==> src/rtl/fifo_buffer_ctrl.sv <==
// -----------------------------------------------------------------------------
// fifo_buffer_ctrl
// 15-entry synchronous FIFO: control logic plus storage. Write and read
// addresses come from external ring counters (WriteReg/ReadReg); this block
// drives their advance enables (WriteEn/ReadEn), tracks occupancy and holds
// the register array.
//
// Optional feature macro: FIFO_ERR_FLAGS_EN
//   defined   -> sticky overflow/underflow flags, cleared only by rst_n
//   undefined -> overflow/underflow tied to 0, no extra flops
// -----------------------------------------------------------------------------
module fifo_buffer_ctrl #(
    parameter int DATA_W = 8,
    parameter int DEPTH  = 15,
    parameter int CNT_W  = 4
) (
    input  logic              clk,
    input  logic              rst_n,
    input  logic              push,
    input  logic              pop,
    input  logic [DATA_W-1:0] data_in,
    input  logic [3:0]        WriteReg,
    input  logic [3:0]        ReadReg,
    output logic              WriteEn,
    output logic              ReadEn,
    output logic [DATA_W-1:0] data_out,
    output logic              dout_valid,
    output logic              full,
    output logic              empty,
    output logic [CNT_W-1:0]  count,
    output logic              overflow,
    output logic              underflow
);

    // Pointer code the counters never produce; it addresses no storage.
    localparam logic [3:0]       PTR_ILLEGAL = 4'hF;
    localparam logic [CNT_W-1:0] DEPTH_C     = CNT_W'(DEPTH);

    logic [DATA_W-1:0] mem [DEPTH];
    logic [CNT_W-1:0]  count_next;
    logic [DATA_W-1:0] rd_word;

    // Requests are accepted only against the registered flags, so the
    // enables never depend on the incoming pointers.
    assign WriteEn = push & ~full;
    assign ReadEn  = pop & ~empty;

    // Next occupancy: +1 push only, -1 pop only, otherwise unchanged.
    always_comb begin
        // NOTE: default assignment first so no path leaves count_next unassigned (no latch).
        count_next = count;
        case ({WriteEn, ReadEn})
            2'b10:   count_next = count + CNT_W'(1);
            2'b01:   count_next = count - CNT_W'(1);
            default: count_next = count;
        endcase
    end

    // Occupancy counter with full/empty registered from the next count.
    always_ff @(posedge clk or negedge rst_n) begin
        if (!rst_n) begin
            // NOTE: non-blocking assignments for all state so every flop samples pre-edge values.
            count <= '0;
            empty <= 1'b1;
            full  <= 1'b0;
        end else begin
            count <= count_next;
            empty <= (count_next == '0);
            full  <= (count_next == DEPTH_C);
        end
    end

    // Storage write on an accepted push; the illegal pointer is never written.
    // NOTE: the array has no reset; empty=1 after reset makes old contents unreachable.
    always_ff @(posedge clk) begin
        if (WriteEn && (WriteReg != PTR_ILLEGAL)) begin
            mem[WriteReg] <= data_in;
        end
    end

    // Read word selection; the illegal pointer returns zero.
    always_comb begin
        rd_word = '0;
        if (ReadReg != PTR_ILLEGAL) begin
            rd_word = mem[ReadReg];
        end
    end

    // Registered read port: data_out updates and dout_valid pulses on an accepted pop.
    always_ff @(posedge clk or negedge rst_n) begin
        if (!rst_n) begin
            data_out   <= '0;
            dout_valid <= 1'b0;
        end else begin
            dout_valid <= ReadEn;
            if (ReadEn) begin
                data_out <= rd_word;
            end
        end
    end

`ifdef FIFO_ERR_FLAGS_EN
    // Sticky error flags: any push while full / pop while empty, held until reset.
    always_ff @(posedge clk or negedge rst_n) begin
        if (!rst_n) begin
            overflow  <= 1'b0;
            underflow <= 1'b0;
        end else begin
            if (push && full) begin
                overflow <= 1'b1;
            end
            if (pop && empty) begin
                underflow <= 1'b1;
            end
        end
    end
`else
    assign overflow  = 1'b0;
    assign underflow = 1'b0;
`endif

endmodule
==> config.mk <==
export PLATFORM = sky130hd
export DESIGN_NAME = fifo_buffer_ctrl
export DESIGN_NICKNAME = d
export VERILOG_FILES = /design/src/rtl/fifo_buffer_ctrl.sv
export SDC_FILE = /design/constraint.sdc
export NUM_CORES = 1
export LEC_CHECK = 0
export ABC_AREA = 1
export CAP_MARGIN = 15
export CELL_PAD_IN_SITES_DETAIL_PLACEMENT = 1
export CELL_PAD_IN_SITES_GLOBAL_PLACEMENT = 1
export CORE_MARGIN = 2
export CORE_UTILIZATION = 43
export DETAILED_ROUTE_END_ITERATION = 10
export MAX_ROUTING_LAYER = met4
export PLACE_DENSITY_LB_ADDON = 0.1
export RECOVER_POWER = 100
export SYNTH_ARGS = -nofsm -noshare
export SYNTH_HDL_FRONTEND = slang
export SYNTH_SLANG_ARGS = --single-unit
==> constraint.sdc <==
create_clock -name clk -period 1.47 [get_ports clk]
set_input_delay 0.3675 -clock clk [delete_from_list [all_inputs] [get_ports clk]]
set_output_delay 0.3675 -clock clk [all_outputs]
set_load 0.01 [all_outputs]
==> impl_metrics.tcl <==
set metrics [dict create \
    status "finished, violations left" \
    violations "negative setup slack" \
    drt-total-wl_um 15700 \
    start_util_pct 43.8 \
    drtPass1Iterations 5 \
    yosysWarnings 0 \
    gp_congestion 0.855 \
    final.setup_skew_ns 0.00541 \
    clock_path_buffers 2 \
    final_core_util_pct 60.4 \
    criticalPathCategory "flop to output port" \
    place_ws_ns -0.687 \
    synthArstFlopShare_pct 11.1 \
    start_kind "flop" \
    wire_per_inst_um 20.9 \
    core_area_um2 12600 \
    rsz0062_at_grt "yes" \
    cp.required_ns 1.10 \
    drc 0 \
    min_period_ns 1.70 \
    arrival_ns 1.33 \
    hold_violations 0 \
    port_buffers 36 \
    max_freq_mhz 589 \
    final_common_cell "edfxtp_1" \
    synth-seq-cells 135 \
    synth_area_um2 5510 \
    drt_iter0_markers 235 \
    io_pins 39 \
    fp.dieArea_um2 13700 \
    power.density_nw_per_um2 1420 \
    diodes 0 \
    grt_pass1_vias 4165 \
    htreeDepth 4 \
    synth_edf_count 120 \
    area_growth_pct 37.8 \
    seqCellArea_um2 3980 \
    crit_fanout 2 \
    vias 4044 \
    holdCritPathClass "primary input to async pin" \
    synth-main-ff-cell "edfxtp_1" \
    crit_path_end_kind "output port" \
    relSlewSlack_pct 53.5 \
    antenna_found_initial 0 \
    cp-startpoint "empty$_DFF_PN1_" \
    root_buffer "clkbuf_16" \
    r2r-start "empty$_DFF_PN1_" \
    cts_inserted_buffers 17 \
    path_clk_slew_ns 0.05 \
    seq_area_frac_synth_pct 72.2 \
    leakage_uw 0.00277 \
    viasPerCell 5.40 \
    layout_common_cells "120 x edfxtp_1, 75 x nand2_1, 48 x nor2_1" \
    grt_pass1_wl_um 22800 \
    layout_setup_ws_ns -0.226 \
    clock_latency_ns 0.41 \
    period_share_pct 115 \
    rows 41 \
    grt_max_degree 29 \
    fill_cells 1262 \
    setup_viol 128 \
    syn_area_per_cell_um2 11.9 \
    hold_ws_ns 0.283 \
    multi_input_area_um2 1620 \
    drive_above_1_share_pct 25.0 \
    fp.dieW_um 117 \
    numClockSinks 135 \
    fin_nets 586 \
    antenna_left 0 \
    cts_tree "yes" \
    finalMaxSlewViolations 0 \
    synth_cell_types 28 \
    tightest_slew_ns 0.698 \
    drv_cap 0 \
    grt_overflow 0 \
    track_usage_pct 24.1 \
    power_uw 10800 \
    die_h_um 117 \
    dp_hpwl_um 9750 \
    ir_drop_mv 0.996 \
    syn_inst 463 \
]
cell usage after synthesis, types with 2 or more instances:
cell type  instances  area, µm²
clkbuf_1           6       22.5
buf_2             10       50.1
a21oi_1            2       10.0
nand2_1           84        315
xnor2_1            2       17.5
o21ai_1            6       30.0
inv_1             17       63.8
edfxtp_1         120       3600
inv_2              3       11.3
ha_1               2       25.0
o211ai_1           7       52.6
dfrtp_1           14        350
o22ai_1           22        138
nand3_1           40        200
buf_4              4       30.0
o21ai_0           47        235
nor2_1            66        248
report_power, final:
part	switching [µW]	leakage [µW]	internal, µW	total [µW]
combinational	1230	0.00123	1030	2260
sequential	96.2	0.00126	4410	4500
clock	1450	0.000276	2550	4000
worst paths after layout:
check	end	slack, ns	cells after the start
setup / recovery	ReadEn	-0.23	4
hold / removal	count[3]$_DFF_PN0_	0.28	1
setup reg to reg	full$_DFF_PN0_	-0.20	7
hold reg to reg	data_out[0]$_DFFE_PN0P_	0.47	2
max in group asynchronous	data_out[4]$_DFFE_PN0P_	0.43	2
min in group clk	data_out[0]$_DFFE_PN0P_	0.47	2
flip-flops by register name, indices dropped and copies added, names as in the netlist:
name / count
data_out: 8
dout_valid: 1
full: 1
mem: 120
count: 4
empty: 1
metrics by stage:
step / setup TNS [ns] / area, µm² / instances
after floorplan: -11.18 / 5570 / 464
after global placement: -79.36 / 6670 / 703
after detailed placement: -83.31 / 6670 / 703
after CTS: -5.94 / 7470 / 744
after global routing: -14.60 / 7590 / 749
final: -9.80 / 7590 / 749
cell type report:
type,instances,area share (%)
Clock inverter,3,0.528
Tap cell,172,2.84
Inverter,21,1.10
Timing Repair Buffer,103,14.9
Sequential cell,135,52.5
Clock buffer,29,6.86
Multi-Input combinational cell,286,21.3
worst max-delay path, cell delays in order (launching register included):
cell and delay [ns]:
dfstp_2 0.56, buf_4 0.12, buf_6 0.10, nor2_4 0.03, buf_6 0.11
metal layers:
| metal | track usage, % | routed length [µm] |
|---|---|---|
| met1 | 28.9 | 6490 |
| met2 | 40.4 | 8290 |
| met3 | 4.84 | 515 |
| met4 | 8.71 | 374 |
| met5 | - | 0 |
cell families after synthesis:
family / after synthesis / synth area share, %
AO/OA/AOI/OAI: 86 / 8.90
XOR/XNOR: 3 / 0.477
adder cells (fa/ha/maj): 2 / 0.454
AND/OR/NAND/NOR: 193 / 14.3
flip-flops: 135 / 72.2
other: 1 / 0.0681
buffers and inverters: 43 / 3.57
repair_timing:
item / 4_1_cts / 5_1_grt
gates resized for setup: 81 / 35
pin swaps: 18 / 13
buffers inserted: 9 / 5
setup endpoints to repair: 150 / 139
cloned: 0 / 0
hold buffers: 0 / 0
(Power assumes the default switching activity.)
